File: config.mk
export PLATFORM = sky130hd
export DESIGN_NAME = fetch_trace_buffer_flat
export DESIGN_NICKNAME = d
export VERILOG_FILES = /design/src/rtl/fetch_trace_buffer_if.sv /design/src/rtl/fetch_trace_buffer.sv /design/src/flat_wrapper.sv
export SDC_FILE = /design/constraint.sdc
export NUM_CORES = 1
export LEC_CHECK = 0
export CAP_MARGIN = 20
export CORE_MARGIN = 4
export CORE_UTILIZATION = 35
export CTS_CLUSTER_SIZE = 10
export DETAILED_ROUTE_END_ITERATION = 16
export PLACE_DENSITY = 0.5
export SLEW_MARGIN = 0
export SYNTH_ARGS = -nofsm -noshare
export SYNTH_HDL_FRONTEND = slang
export SYNTH_SLANG_ARGS = --single-unit
File: constraint.sdc
create_clock -name CLOCK_50 -period 2.92 [get_ports CLOCK_50]
set_input_delay 0.876 -clock CLOCK_50 [delete_from_list [all_inputs] [get_ports CLOCK_50]]
set_output_delay 0.876 -clock CLOCK_50 [all_outputs]
set_load 0.02 [all_outputs]
File: src/rtl/fetch_trace_buffer_if.sv
// Signal bundle between the CPU tap / debug readout path and the fetch trace buffer.
// rd_pc/rd_halt/rd_valid answer the rd_addr presented one cycle earlier; rd_valid=0 forces rd_pc/rd_halt to 0.
interface fetch_trace_buffer_if #(
    parameter int PC_W  = 9,
    parameter int DEPTH = 16,
    parameter int CNT_W = 16
);
    localparam int AW = $clog2(DEPTH);

    logic            in_if1;
    logic [PC_W-1:0] pc_in;
    logic            halt;
    logic            clear;
    logic [AW-1:0]   rd_addr;
    logic [PC_W-1:0] rd_pc;
    logic            rd_halt;
    logic            rd_valid;
    logic [AW:0]     count;
    logic [CNT_W-1:0] total;
    logic            overflow;
    logic            frozen;
    logic [1:0]      dbg_state;

    modport master (
        output in_if1, pc_in, halt, clear, rd_addr,
        input  rd_pc, rd_halt, rd_valid, count, total, overflow, frozen, dbg_state
    );

    modport slave (
        input  in_if1, pc_in, halt, clear, rd_addr,
        output rd_pc, rd_halt, rd_valid, count, total, overflow, frozen, dbg_state
    );
endinterface

File: src/rtl/fetch_trace_buffer.sv
// Circular trace of fetch PCs plus halt records, with optional freeze-on-halt
// so the history survives for readout over the switch/HEX debug path.
module fetch_trace_buffer #(
    parameter int PC_W        = 9,
    parameter int DEPTH       = 16,
    parameter int CNT_W       = 16,
    parameter bit HALT_FREEZE = 1'b1
) (
    input  logic CLOCK_50,
    input  logic reset_n,
    fetch_trace_buffer_if.slave bus
);
    localparam int AW = $clog2(DEPTH);
    localparam logic [AW:0] FULL = (AW+1)'(DEPTH);

    typedef enum logic [1:0] {
        IDLE   = 2'd0,
        RUN    = 2'd1,
        FROZEN = 2'd2
    } state_e;

    state_e           state_q, state_d;
    logic             in_if1_q, halt_q;
    logic [AW-1:0]    wr_ptr_q, wr_ptr_d;
    logic [AW:0]      count_q, count_d;
    logic [CNT_W-1:0] total_q, total_d;
    logic             overflow_q, overflow_d;
    logic [PC_W-1:0]  rd_pc_q, rd_pc_d;
    logic             rd_halt_q, rd_halt_d;
    logic             rd_valid_q, rd_valid_d;

    // Entry layout: {halt_flag, pc}
    logic [PC_W:0]    trace_mem_q [DEPTH];
    logic             mem_we;
    logic [PC_W:0]    mem_wdata;

    logic             fetch_ev, halt_ev;
    logic [AW-1:0]    rd_idx;
    logic [PC_W:0]    rd_entry;

    assign fetch_ev = bus.in_if1 & ~in_if1_q;
    assign halt_ev  = bus.halt & ~halt_q;

    always_comb begin
        state_d    = state_q;
        wr_ptr_d   = wr_ptr_q;
        count_d    = count_q;
        total_d    = total_q;
        overflow_d = overflow_q;
        mem_we     = 1'b0;
        mem_wdata  = {halt_ev, bus.pc_in};

        if (bus.clear) begin
            state_d    = IDLE;
            wr_ptr_d   = '0;
            count_d    = '0;
            total_d    = '0;
            overflow_d = 1'b0;
        end else begin
            case (state_q)
                IDLE, RUN: begin
                    if (fetch_ev || halt_ev) begin
                        mem_we   = 1'b1;
                        wr_ptr_d = wr_ptr_q + AW'(1);
                        if (count_q == FULL) begin
                            overflow_d = 1'b1;
                        end else begin
                            count_d = count_q + (AW+1)'(1);
                        end
                        if (fetch_ev && (total_q != '1)) begin
                            total_d = total_q + CNT_W'(1);
                        end
                        state_d = (halt_ev && HALT_FREEZE) ? FROZEN : RUN;
                    end
                end
                default: begin
                    state_d = FROZEN;
                end
            endcase
        end
    end

    // Lookup uses pre-write pointer/count, so a same-slot write returns old contents.
    always_comb begin
        rd_idx     = wr_ptr_q - count_q[AW-1:0] + bus.rd_addr;
        rd_entry   = trace_mem_q[rd_idx];
        rd_valid_d = ({1'b0, bus.rd_addr} < count_q);
        rd_pc_d    = rd_valid_d ? rd_entry[PC_W-1:0] : '0;
        rd_halt_d  = rd_valid_d ? rd_entry[PC_W] : 1'b0;
    end

    always_ff @(posedge CLOCK_50 or negedge reset_n) begin
        if (!reset_n) begin
            state_q    <= IDLE;
            in_if1_q   <= 1'b0;
            halt_q     <= 1'b0;
            wr_ptr_q   <= '0;
            count_q    <= '0;
            total_q    <= '0;
            overflow_q <= 1'b0;
            rd_pc_q    <= '0;
            rd_halt_q  <= 1'b0;
            rd_valid_q <= 1'b0;
        end else begin
            state_q    <= state_d;
            in_if1_q   <= bus.in_if1;
            halt_q     <= bus.halt;
            wr_ptr_q   <= wr_ptr_d;
            count_q    <= count_d;
            total_q    <= total_d;
            overflow_q <= overflow_d;
            rd_pc_q    <= rd_pc_d;
            rd_halt_q  <= rd_halt_d;
            rd_valid_q <= rd_valid_d;
        end
    end

    always_ff @(posedge CLOCK_50) begin
        if (mem_we) begin
            trace_mem_q[wr_ptr_q] <= mem_wdata;
        end
    end

    assign bus.rd_pc     = rd_pc_q;
    assign bus.rd_halt   = rd_halt_q;
    assign bus.rd_valid  = rd_valid_q;
    assign bus.count     = count_q;
    assign bus.total     = total_q;
    assign bus.overflow  = overflow_q;
    assign bus.frozen    = (state_q == FROZEN);
    assign bus.dbg_state = state_q;
endmodule

File: src/flat_wrapper.sv
// flat-port wrapper written by rule: the top's interface ports become plain ports
module fetch_trace_buffer_flat 
#(
    parameter int PC_W        = 9,
    parameter int DEPTH       = 16,
    parameter int CNT_W       = 16,
    parameter bit HALT_FREEZE = 1'b1
)
  (CLOCK_50, reset_n, bus_in_if1, bus_pc_in, bus_halt, bus_clear, bus_rd_addr, bus_rd_pc, bus_rd_halt, bus_rd_valid, bus_count, bus_total, bus_overflow, bus_frozen, bus_dbg_state);
  fetch_trace_buffer_if #(.PC_W(PC_W), .DEPTH(DEPTH), .CNT_W(CNT_W)) bus_i ();
  input  logic CLOCK_50;
  input  logic reset_n;
  input wire logic [$bits(bus_i.in_if1)-1:0] bus_in_if1;
  input wire logic [$bits(bus_i.pc_in)-1:0] bus_pc_in;
  input wire logic [$bits(bus_i.halt)-1:0] bus_halt;
  input wire logic [$bits(bus_i.clear)-1:0] bus_clear;
  input wire logic [$bits(bus_i.rd_addr)-1:0] bus_rd_addr;
  output wire logic [$bits(bus_i.rd_pc)-1:0] bus_rd_pc;
  output wire logic [$bits(bus_i.rd_halt)-1:0] bus_rd_halt;
  output wire logic [$bits(bus_i.rd_valid)-1:0] bus_rd_valid;
  output wire logic [$bits(bus_i.count)-1:0] bus_count;
  output wire logic [$bits(bus_i.total)-1:0] bus_total;
  output wire logic [$bits(bus_i.overflow)-1:0] bus_overflow;
  output wire logic [$bits(bus_i.frozen)-1:0] bus_frozen;
  output wire logic [$bits(bus_i.dbg_state)-1:0] bus_dbg_state;
  assign bus_i.in_if1 = bus_in_if1;
  assign bus_i.pc_in = bus_pc_in;
  assign bus_i.halt = bus_halt;
  assign bus_i.clear = bus_clear;
  assign bus_i.rd_addr = bus_rd_addr;
  assign bus_rd_pc = bus_i.rd_pc;
  assign bus_rd_halt = bus_i.rd_halt;
  assign bus_rd_valid = bus_i.rd_valid;
  assign bus_count = bus_i.count;
  assign bus_total = bus_i.total;
  assign bus_overflow = bus_i.overflow;
  assign bus_frozen = bus_i.frozen;
  assign bus_dbg_state = bus_i.dbg_state;
  fetch_trace_buffer #(.PC_W(PC_W), .DEPTH(DEPTH), .CNT_W(CNT_W), .HALT_FREEZE(HALT_FREEZE)) u_core (.CLOCK_50(CLOCK_50), .reset_n(reset_n), .bus(bus_i));
endmodule
## Word level (Yosys, flattened, before mapping)

Memories as Yosys holds them, arrays and structs flattened.
Index checks and enable logic that the tools add are counted.

| operators by class | value |
|---|---|
| shift-type cells | 0 |
| mux-type cells | 26 |
| magnitude comparators | 1 |
| bitwise logic cells | 4 |
| div/mod/pow operators | 0 |
| reductions and logical operators | 12 |
| equality and inequality tests | 6 |
| $add $sub $neg | 5 |
| multiply operators | 0 |

Operators by type and width:

| operator | number |
|---|---|
| 16-bit two-way mux | 4 |
| 5-bit two-way mux | 4 |
| 16-bit by 1-bit adder with 16-bit output (second input constant) | 1 |
| 16-bit != test (second input constant) | 1 |
| 4-bit two-way mux | 3 |
| 1-bit two-way mux | 10 |
| 9-bit two-way mux | 1 |
| 3-bit AND reduction | 3 |
| 2-bit two-way mux | 4 |
| 2-bit nonzero test | 4 |
| 5-bit by 1-bit adder with 5-bit output (second input constant) | 1 |
| 5-bit equality test (second input constant) | 1 |
| 4-bit by 5-bit < comparator with 1-bit output | 1 |
| 4-bit by 1-bit adder with 4-bit output (second input constant) | 1 |
| 4-bit adder | 1 |
| 4-bit subtractor | 1 |
| 3-bit by 2-bit != test with 1-bit output (second input constant) | 1 |
| 1-bit AND | 2 |
| 2-bit by 1-bit equality test with 1-bit output (second input constant) | 1 |
| 2-bit equality test (second input constant) | 1 |
| 2-bit zero test | 1 |
| 2-bit != test (second input constant) | 1 |
| 1-bit inverter | 2 |
| 2-bit AND reduction | 1 |
| 3 further kinds | 3 |

| word-level totals | value |
|---|---|
| input bits | 18 |
| flip-flop bits (word level) | 41 |
| output and inout port bits | 36 |
| ROM bits | 0 |
| RAM bits | 160 |
| word-level logic and storage cells | 65 |
| memories kept | 1 |
| latch bits | 0 |

Memories:

| memory | depth | bits a word | rd ports | clocked after Yosys merged registers in | wr ports | RTL line | source |
|---|---|---|---|---|---|---|---|
| u_core.trace_mem_q | 16 | 10 | 1 | 0 | 1 | fetch_trace_buffer.sv:33 | `logic [PC_W:0] trace_mem_q [DEPTH];` |

## Longest topological paths before layout

Gate-level depths: netlist of the first run.

| depth | value |
|---|---|
| word-level depth | 8 |
| mapped depth | 10 |
| mapped depth without buffers | 9 |

## Worst setup path before layout of the first run

No wires, ideal clock.

| timing path | value |
|---|---|
| path type | in2reg |
| start point | input bus_rd_addr[1] |
| end point | register u_core.rd_pc_q[7] (netlist: u_core.bus.rd_pc[7]) |
| slack | -160 ps |
| data required time | 2778 ps |
| arrival time | 2939 ps |
| stages on the path | 8 |
| setup time | 142 ps |
| path buffers | 1 |
| cell sequence | inv_1 -> fa_1 -> inv_1 -> fa_1 -> clkbuf_1 -> mux4_2 -> mux2i_1 -> o22ai_1 |

| between the ends | value |
|---|---|
| longest elaborated chain between the ends | 3 |
| elaborated cells between the ends (all ways) | 4 |
| classes of those cells | add/sub (1); order compare (1); mux (1); memory (1) |

RTL lines:

| what | RTL line | source |
|---|---|---|
| start, declared | flat_wrapper.sv:17 | `input wire logic [$bits(bus_i.rd_addr)-1:0] bus_rd_addr;` |
| 4-bit adder | fetch_trace_buffer.sv:85 | `rd_idx = wr_ptr_q - count_q[AW-1:0] + bus.rd_addr;` |
| memory read 16 x 10 bit | n/a |  |
| 9-bit two-way mux * | fetch_trace_buffer.sv:88 | `rd_pc_d = rd_valid_d ? rd_entry[PC_W-1:0] : '0;` |
| net u_core.rd_pc_d[7] | fetch_trace_buffer.sv:28 | `logic [PC_W-1:0] rd_pc_q, rd_pc_d;` |
| end signal, assigned | fetch_trace_buffer.sv:112 | `rd_pc_q <= rd_pc_d;` |
| end, declared | fetch_trace_buffer.sv:28 |  |

Mark *: on every way through the listed nets, which the timed path passes. The rest lies on a longest branch.
A chain may end at the register's enable or synchronous reset.

## Worst setup path in the final report of the first run

| timing path | value |
|---|---|
| start point | input bus_rd_addr[1] |
| end point | register u_core.rd_pc_q[5] (netlist: u_core.bus.rd_pc[5]) |

The elaborated chain is that of the path after synthesis.

==> flow_summary.toml, run 1 <==
[clock_tree]
htree_levels = 1
cts_buffers = 24
clock-sinks = 201
path_clk_slew_ns = 0.06
cts_buffer_depth = 3
clock_latency_ns = 0.52
cts-root-buf = "clkbuf_16"
cts_tree = "yes"

[final_layout]
n_antenna_cell = 0
utilization_pct = 46.3
fin_cells = 926
finalNetCount = 633
drive_above_1_share_pct = 26.9
nFillCells = 2027
multiInputGateArea_um2 = 2360
syn_to_final_growth_pct = 28.7
final-seq-area_um2 = 5830

[synth]
ys_types = 45
ys.flop_type = "edfxtp_1"
synth_mux_area_share_pct = 13.5
synthTopCellsByArea = "edfxtp_1, dfrtp_1, mux4_2, mux2i_1, ha_1"
synthAdderAreaFrac_pct = 2.85
synth_top_cells_by_count = "edfxtp_1, dfrtp_1, nor2_1, mux4_2, mux2i_1"
synth_top_family_by_area = "multiplexers"
synth_area_leader_cell = "edfxtp_1"
synth.most_common_cell = "edfxtp_1"
synth-xor-area-share_pct = 2.66
ys_warn_count = 0
ys_seq_area_share_pct = 70.7
synth_top_area_share_pct = 58.3
syn_area_um2 = 8240
syn_avg_cell_area_um2 = 17.7
syn-num-nets = 500
synth_compound_area_share_pct = 2.61
yosys.area_share.simple_pct = 5.84
ys_ff_latch = 201
async_reset_ff_share_pct = 20.4
synth_edf_count = 160
synthCells = 465

[detailed_routing]
wire_per_inst_um = 20.9
drc = 0
drtIter0Drc = 269
drt-pass1-iter-count = 4
antenna_left = 0
drt-total-wl_um = 19300
num_vias = 4581
viasPerCell = 4.95

[worst_setup_path]
worstSetupEndpointType = "flip-flop"
r2r_setup_slack_ns = 0.14
start_kind = "input pin"
cp_max_fo = 9
path_class = "input pin to flip-flop"
critPathArrivalTime_ns = 3.17
cp_data_required_time_ns = 3.30

[sta]
slew_headroom_pct = 51.6
rsz0062_at_grt = "no"
finClkSkew_ns = 0.0192
worst_pin_slew_ns = 0.726
period_share_pct = 95.7
finalSetupTns_ns = 0
fin_ws_ns = 0.125
final_max_slew_viol_count = 0
finalHoldViolCount = 0
finalSetupViolCount = 0
holdWs_ns = 0.427
period_minus_slack_ns = 2.79
clock.fmax_mhz = 358

[run_status]
status = "finished, final reports clean"

[die]
start_util_pct = 36.0
die_width_um = 161
fp.dieArea_um2 = 26100
coreArea_um2 = 22900
num_rows = 55
die_height_um = 161
pin_count = 54

[placement]
place_ws_ns = -0.932
hpwl_um = 12600
gp_congestion = 0.778
place_inst = 879
io_buffers = 53

[pwr]
leakage_nw = 3.80
p_per_area_nw_per_um2 = 736
ir_drop_v = 0.000609

[global_routing]
grt_pass1_wl_um = 30100
track_usage_pct = 15.2
antenna_found_initial = 0
grt_max_degree = 29
grt_pass1_vias = 4845
grt-ovfl-total = 0

[min_path]
min_path_type = "input pin to asynchronous set/reset pin"

[job]
drv_cap = 0
cell type report:
class	count	share of cell area, %
well taps	313	3.69
multi-input cells	230	22.2
repair buffers	125	12.1
flip-flops and latches	201	55.0
clock inverters	2	0.189
clock buffers	39	6.29
inverters	16	0.566
logic make-up (layout without fill, tap and decap cells):
kind of cell               Yosys count  after routing
buffers and inverters               34            182
adders and majority gates           17             17
AOI/OAI and AO/OA                   33             33
muxes                               61             61
and+or+nand+nor                     94             94
xor gates and xnor gates            25             25
DFF                                201            201
cell usage in the layout, fill, tap and decap left out, types with 2 or more instances in the layout:
cell type,Yosys,final
buf_12,0,15
nor2_1,41,41
edfxtp_1,160,160
inv_2,0,2
nand2_1,15,15
clkbuf_16,0,24
a211oi_1,4,4
mux2i_1,21,16
nand3_1,3,3
mux2i_2,0,4
o22ai_1,10,10
nand4_1,5,5
a21o_1,2,2
inv_1,16,14
nor4_1,2,2
fa_1,3,2
nand2b_1,4,4
and3_1,3,3
nor3_2,0,4
xnor2_1,18,17
and4_1,3,3
dfrtp_1,41,41
mux4_2,40,40
a21oi_1,8,7
xor2_1,7,7
o21ai_0,3,3
clkbuf_1,10,14
nor3_1,6,2
clkdlybuf4s50_1,0,50
buf_4,2,54
ha_1,14,12
sequential cells by signal, indices dropped and copies added, names as in the netlist:
| name | flops |
|---|---|
| u_core.trace_mem_q | 160 |
| u_core.bus.total | 16 |
| u_core.bus.dbg_state | 2 |
| u_core.bus.rd_pc | 9 |
| u_core.in_if1_q | 1 |
| u_core.wr_ptr_q | 4 |
| u_core.bus.count | 5 |
| u_core.bus.rd_halt | 1 |
| u_core.bus.rd_valid | 1 |
| u_core.halt_q | 1 |
| u_core.bus.overflow | 1 |
report_power, final:
group | switching [W] | internal [W] | leakage [nW]
Sequential | 0.0000515 | 0.00318 | 2.00
Clock | 0.00107 | 0.00155 | 0.328
Combinational | 0.000876 | 0.00108 | 1.48
Total | 0.00200 | 0.00581 | 3.80
layer usage:
| metal | global-route usage, % | share of wire, % | up-vias |
|---|---|---|---|
| met4 | 3.53 | 1.6 | 0 |
| met2 | 24.6 | 48 | 128 |
| li1 | - | - | 2073 |
| met5 | 0 | 0 | - |
| met1 | 21.8 | 44 | 2352 |
| met3 | 2.58 | 5.9 | 28 |
metrics by stage:
| stage | area [um2] | total power, W |
|---|---|---|
| 6_report | 10600 | 0.00781 |
| 5_1_grt | 10600 | 0.00819 |
| 4_1_cts | 10600 | 0.00790 |
| 3_5_place_dp | 9760 | 0.00504 |
| 3_3_place_gp | 9760 | 0.00503 |
| 2_1_floorplan | 8250 | 0.00424 |
path summary, 6_finish.rpt:
path                            cells past startpoint              endpoint                 from
worst max-delay path                               11   u_core.bus.rd_pc[5]       bus_rd_addr[1]
max in group asynchronous                           2  u_core.bus.total[10]              reset_n
worst max register to register                     10   u_core.bus.rd_pc[5]   u_core.wr_ptr_q[1]
min in group CLOCK_50                               2   u_core.bus.overflow  u_core.bus.overflow
worst min register to register                      2   u_core.bus.overflow  u_core.bus.overflow
worst min-delay path                                1   u_core.bus.rd_pc[6]              reset_n
critical path: stages:
cell,delay (ns)
clkbuf_2,0.10
inv_2,0.04
fa_1,0.50
inv_1,0.07
fa_2,0.64
buf_12,0.13
buf_16,0.13
mux4_2,0.31
mux2i_2,0.15
buf_4,0.14
o22ai_1,0.07
timing repair:
action / CTS / global route
cloned: 2 / 0
hold buffers: 0 / 0
gates resized for setup: 12 / 9
setup buffers: 4 / 0
setup endpoints to repair: 10 / 9
pin swaps: 3 / 3
Note: power is estimated with default switching activity, not from simulation.
==> run 2: changes to the inputs <==
- CORE_MARGIN: 4 -> unset
==> run 2 against run 1 <==
  * Die area shrank 7.3%
  * Wire length shrank 3.1%
  * Count of clock-buffer cells in the layout grew 3
  * Setup slack lost 0.11 ns
  * Global-route usage grew 0.85 points
  * Fmax shrank 3.7%
  * Via count shrank 2.7%
  * Hold slack is essentially flat
  * Utilization shrank 0.31 points
  * Sequential share of layout area grew 0.54 points
  * Register-to-register slack is essentially flat
  * Largest cell class unchanged
  * Largest power group unchanged
==> flow_summary.toml, run 2 (same netlist as run 1, synthesis figures left out) <==
[worst_setup_path]
cp_data_required_time_ns = 3.30
worstReg2RegEnd = "u_core.bus.rd_pc[2]"
cp_top_family = "buffers and inverters"
cpPeakStageDelay_ns = 0.51
critPathArrivalTime_ns = 3.28
start_kind = "input pin"
cp_max_fo = 9
crit_start = "bus_rd_addr[2]"
reg2reg_from = "u_core.wr_ptr_q[1]"
path_class = "input pin to flip-flop"
path_cells = "clkdlybuf4s50_1 > inv_1 > fa_1 > inv_1 > ha_4 > a21oi_4 > xnor2_4 > buf_4 > buf_12 > mux2i_1 > o22ai_1"
ff2ff_path_depth = 9
cp.depth = 11
worst-path-buf-inv = 5
critPathMostFrequentCell = "inv_1"
worstSetupEndpointType = "flip-flop"
r2r_setup_slack_ns = 0.15
crit_end = "u_core.bus.rd_pc[8]"
cp_slowest_cell = "fa_1"

[final_layout]
fin_cells = 914
n_antenna_cell = 0
largest_reg_flops = 160
finalNetCount = 618
multiInputGateArea_um2 = 2340
final-seq-area_um2 = 5830
nFillCells = 2002
regMostFlops = "u_core.trace_mem_q"
drive_above_1_share_pct = 25.0
utilization_pct = 46.0
final_common_cell = "edfxtp_1"
layout_common_cells = "edfxtp_1, clkdlybuf4s50_1, nor2_1, dfrtp_1"
syn_to_final_growth_pct = 27.5

[sta]
final_max_slew_viol_count = 0
finalHoldViolCount = 0
worst_pin_slew_ns = 0.739
slew_headroom_pct = 50.7
clock.fmax_mhz = 344
rsz0062_at_grt = "yes"
finalSetupViolCount = 0
finClkSkew_ns = 0.0119
period_minus_slack_ns = 2.90
fin_ws_ns = 0.0169
period_share_pct = 99.4
finalSetupTns_ns = 0

[placement]
hpwl_um = 11900
gp_congestion = 0.762
place_ws_ns = -0.776
place_inst = 862
io_buffers = 53

[clock_tree]
cts-root-buf = "clkbuf_16"
htree_levels = 1
cts_tree = "yes"
cts_buffer_depth = 3
clock_latency_ns = 0.51
path_clk_slew_ns = 0.06
cts_buffers = 24
cts_hold_buf = 0
clock-sinks = 201

[detailed_routing]
viasPerCell = 4.88
num_vias = 4459
drt-total-wl_um = 18700
drt-pass1-iter-count = 4
drtIter0Drc = 237
wire_per_inst_um = 20.5
antenna_left = 0
drc = 0

[global_routing]
grt_pass1_vias = 4722
grt_pass1_wl_um = 28700
grt_max_degree = 30
grt-ovfl-total = 0
antenna_found_initial = 0
track_usage_pct = 16.1

[die]
coreArea_um2 = 22800
fp.dieArea_um2 = 24200
start_util_pct = 36.1
die_height_um = 155
num_rows = 55
die_width_um = 155
pin_count = 54

[pwr]
p_int_w = 0.00581
p_comb_share_pct = 24.2
leakage_nw = 3.74
ir_drop_v = 0.000424
clkPwrFrac_pct = 34.4
switching_share_pct = 25.6
p_per_area_nw_per_um2 = 744
power_switching_w = 0.00200
p_seq_share_pct = 41.4

[min_path]
min_path_type = "input pin to asynchronous set/reset pin"

[job]
drv_cap = 0

[run_status]
status = "finished, final reports clean"
-- run 2: cell type report --
| cell class | count | area share, % |
|---|---|---|
| repair buffers | 110 | 11.1 |
| multi-input cells | 230 | 22.3 |
| clock inverters | 2 | 0.191 |
| flip-flops and latches | 201 | 55.5 |
| well taps | 313 | 3.73 |
| inverters | 16 | 0.572 |
| clock buffers | 42 | 6.55 |
-- run 2: how the worst min path moves through the flow --
stage | slack [ns] | cells past startpoint | startpoint | endpoint
2_1_floorplan | 0.58 | 0 | reset_n | u_core.bus.count[0]
3_3_place_gp | 0.48 | 2 | u_core.bus.overflow | u_core.bus.overflow
3_5_place_dp | 0.50 | 2 | u_core.bus.overflow | u_core.bus.overflow
4_1_cts | 0.44 | 1 | reset_n | u_core.bus.total[13]
5_1_grt | 0.48 | 1 | reset_n | u_core.bus.total[13]
6_report | 0.43 | 1 | reset_n | u_core.bus.total[13]
-- run 2: stage by stage --
step | cell area [um2] | hold slack (ns) | total power (W)
6_report | 10500 | 0.427 | 0.00782
5_1_grt | 10500 | 0.482 | 0.00812
4_1_cts | 10400 | 0.443 | 0.00784
3_5_place_dp | 9580 | 0.496 | 0.00488
3_3_place_gp | 9580 | 0.477 | 0.00488
2_1_floorplan | 8250 | 0.580 | 0.00424
-- run 2: timing repair --
item                       4_1_cts  5_1_grt
resized for setup                6       11
buffers inserted                 2        3
pin swaps                        3        4
setup endpoints to repair       10        9
cloned                           3        0
-- run 2: power by group through the flow --
| stage | combinational, W | sequential (W) | clock [W] |
|---|---|---|---|
| 2_1_floorplan | 0.000894 | 0.00335 | 0 |
| 3_3_place_gp | 0.00158 | 0.00329 | 0 |
| 3_5_place_dp | 0.00159 | 0.00329 | 0 |
| 4_1_cts | 0.00184 | 0.00324 | 0.00276 |
| 5_1_grt | 0.00202 | 0.00324 | 0.00286 |
| 6_report | 0.00190 | 0.00324 | 0.00269 |
-- run 2: layer usage --
metal	share of wire [%]	routed length, um	track usage (%)	up-vias
li1	-	-	-	2035
met1	47	8720	22.2	2304
met2	48	9000	26.5	97
met3	3.8	718	2.73	23
met4	1.6	299	4.11	0
met5	0	0	0	-
==> patch, RTL diff (flow settings as in run 1) <==
Make the reset (`reset_n`) synchronous in one clocked block.
--- a/src/rtl/fetch_trace_buffer.sv
+++ b/src/rtl/fetch_trace_buffer.sv
@@ -89,7 +89,7 @@
         rd_halt_d  = rd_valid_d ? rd_entry[PC_W] : 1'b0;
     end
 
-    always_ff @(posedge CLOCK_50 or negedge reset_n) begin
+    always_ff @(posedge CLOCK_50) begin
         if (!reset_n) begin
             state_q    <= IDLE;
             in_if1_q   <= 1'b0;
Check against the original RTL: differs if reset_n is asserted again (counterexample within 4 cycles, from zero or initial values and one cycle with reset_n low); with reset_n held inactive, the same outputs for 4 cycles.
==> patch against run 1 <==
  * Cell count decreased by 5.2%
  * Routed wire length decreased by 6.8%
  * Clock skew decreased by 9.0 ps
  * Sequential cell count unchanged
  * Worst setup slack got worse by 7.0 ps
  * Total power decreased by 12%
  * Final area decreased by 3.8%
  * Area after synthesis decreased by 2.4%
  * Largest cell class unchanged
==> patch: results (changes against run 1) <==
* Outcome: finished clean
* Synth Area in Compound Gates at 2.785% (+0.17 points)
* Lkg Pwr at 3.490 nW (-8.2%)
* Fin cells at 878 (-5.2%)
* Async SR Flop Fraction at 0% (-20 points)
* Post-synthesis xor/xnor area fraction at 2.831% (+0.17 points)
* Gp weighted congestion at 0.8194 (+5.3%)
* # nets final at 611 (-3.5%)
* Detailed placement HPWL at 11540 microns (-8.4%)
* R2R depth at 9 (-1)
* Dpl cells at 828 (-5.8%)
* Netlist cell types at 39 (-13%)
* Clock latency on the worst-skew pair at 500 ps (-20 ps)
* Iteration-0 DRC Markers at 268 (-0.37%)
* Peak supply drop at 0.3091 mV (-49%)
* Worst-case clock skew at 10.20 ps (-8.963 ps)
* CP delay by family, top: adder cells
* Sequential share of the synthesized area at 69.94% (-0.80 points)
* Routed vias/inst at 5.003 (+1.1%)
* 1st-pass router iterations at 5 (+1)
* First-pass GRT wire length at 27500 microns (-8.5%)
* Largest cells by area after synthesis: edfxtp_1, mux4_2, dfxtp_1
* Final wirelength at 18020 microns (-6.8%)
* Vias in the first global route at 4730 (-2.4%)
* Adder-cell area share of the yosys netlist at 2.925% (+0.071 points)
* Worst Max-Slew Pin Slew at 613.9 ps (-112.5 ps)
* GR Util All Layers at 13.94% (-1.3 points)
* Pin count of the biggest net entering global routing at 19 (-34%)
* CP peak stage delay at 670 ps (+30 ps)
* Share of cells above drive strength 1 at 22.43% (-4.5 points)
* HP Class: flop to flop
* Fraction of synthesized area in multiplexers at 13.81% (+0.33 points)
* Ys Warns at 0 (unchanged)
* Crit-path max FO at 6 (-3)
* Post-synth top cells: edfxtp_1, nor2_1, dfxtp_1
* Worst EP arrival at 3180 ps (about the same)
-- patch: cell types whose count changed after synthesis, sizes merged, moves of 3 or more --
cell	change
nor3	-6
nand2	-3
nor2	+5
and3	+4
dfrtp	-41
a211oi	-3
dfxtp	+41
xor2	+10
xnor2	-9
o211ai	+6
nand4	+3
-- patch: logic make-up (layout without fill, tap and decap cells) --
logic type,after synthesis,count (layout)
DFF,201,201
and+or+nand+nor,93,93
muxes,61,61
AOI/OAI and AO/OA,34,34
buffers and inverters,33,161
xor gates and xnor gates,26,26
adders and majority gates,17,17
-- patch: metal layers --
layer | vias to the layer above | wire, microns | GRT usage (%)
met3 | 29 | 721 | 2.925
met1 | 2242 | 8244 | 18.88
met4 | 0 | 331 | 3.314
met5 | - | 0 | 0
met2 | 97 | 8723 | 23.22
li1 | 2025 | - | -
-- patch: final timing paths --
check | start | slack (ps) | endpoint
setup / recovery | bus_rd_addr[1] | 120 | u_core.bus.rd_pc[0]
hold / removal | u_core.bus.overflow | 480 | u_core.bus.overflow
setup reg to reg | u_core.wr_ptr_q[1] | 150 | u_core.bus.rd_pc[0]
hold reg to reg | u_core.bus.overflow | 480 | u_core.bus.overflow
-- patch: area by class of cell --
cell class              instances  area, sq um
clock buffers                  41        685.7
repair buffers                101         1089
well taps                     285        356.6
multi-input cells             231         2374
inverters                      17        63.81
fillers                      1965        12440
clock inverters                 2        10.01
flip-flops and latches        201         5625
-- patch: repair_timing --
action	CTS	global route
buffers inserted	3	1
endpoints found under the setup margin	10	9
resized for setup	10	12
gates cloned	2	1
pin swaps	1	3
-- patch: tightest hold or removal path, stage by stage (launching register included) --
cell and delay, ps:
dfxtp_1 330, a21oi_1 40, nor2_1 80
-- patch: through the flow --
stage | worst slack, ps | power [mW] | hold slack, ps | util [%] | TNS (ps)
floorplan | 25.24 | 3.766 | 542.1 | - | 0
global placement | -862.7 | 4.092 | 460.2 | 40.97 | -7385
detailed placement | -851.1 | 4.100 | 477.9 | 40.97 | -7330
CTS | 19.79 | 6.890 | 493.1 | 44.64 | 0
global route | 51.70 | 7.137 | 514.9 | 45.07 | 0
finish | 118.4 | 6.873 | 480.8 | 45.07 | 0
-- patch: power breakdown --
part	switching, mW	internal, mW
Combinational	0.477	0.594
Clock	1.07	1.58
Sequential	0.0213	3.13
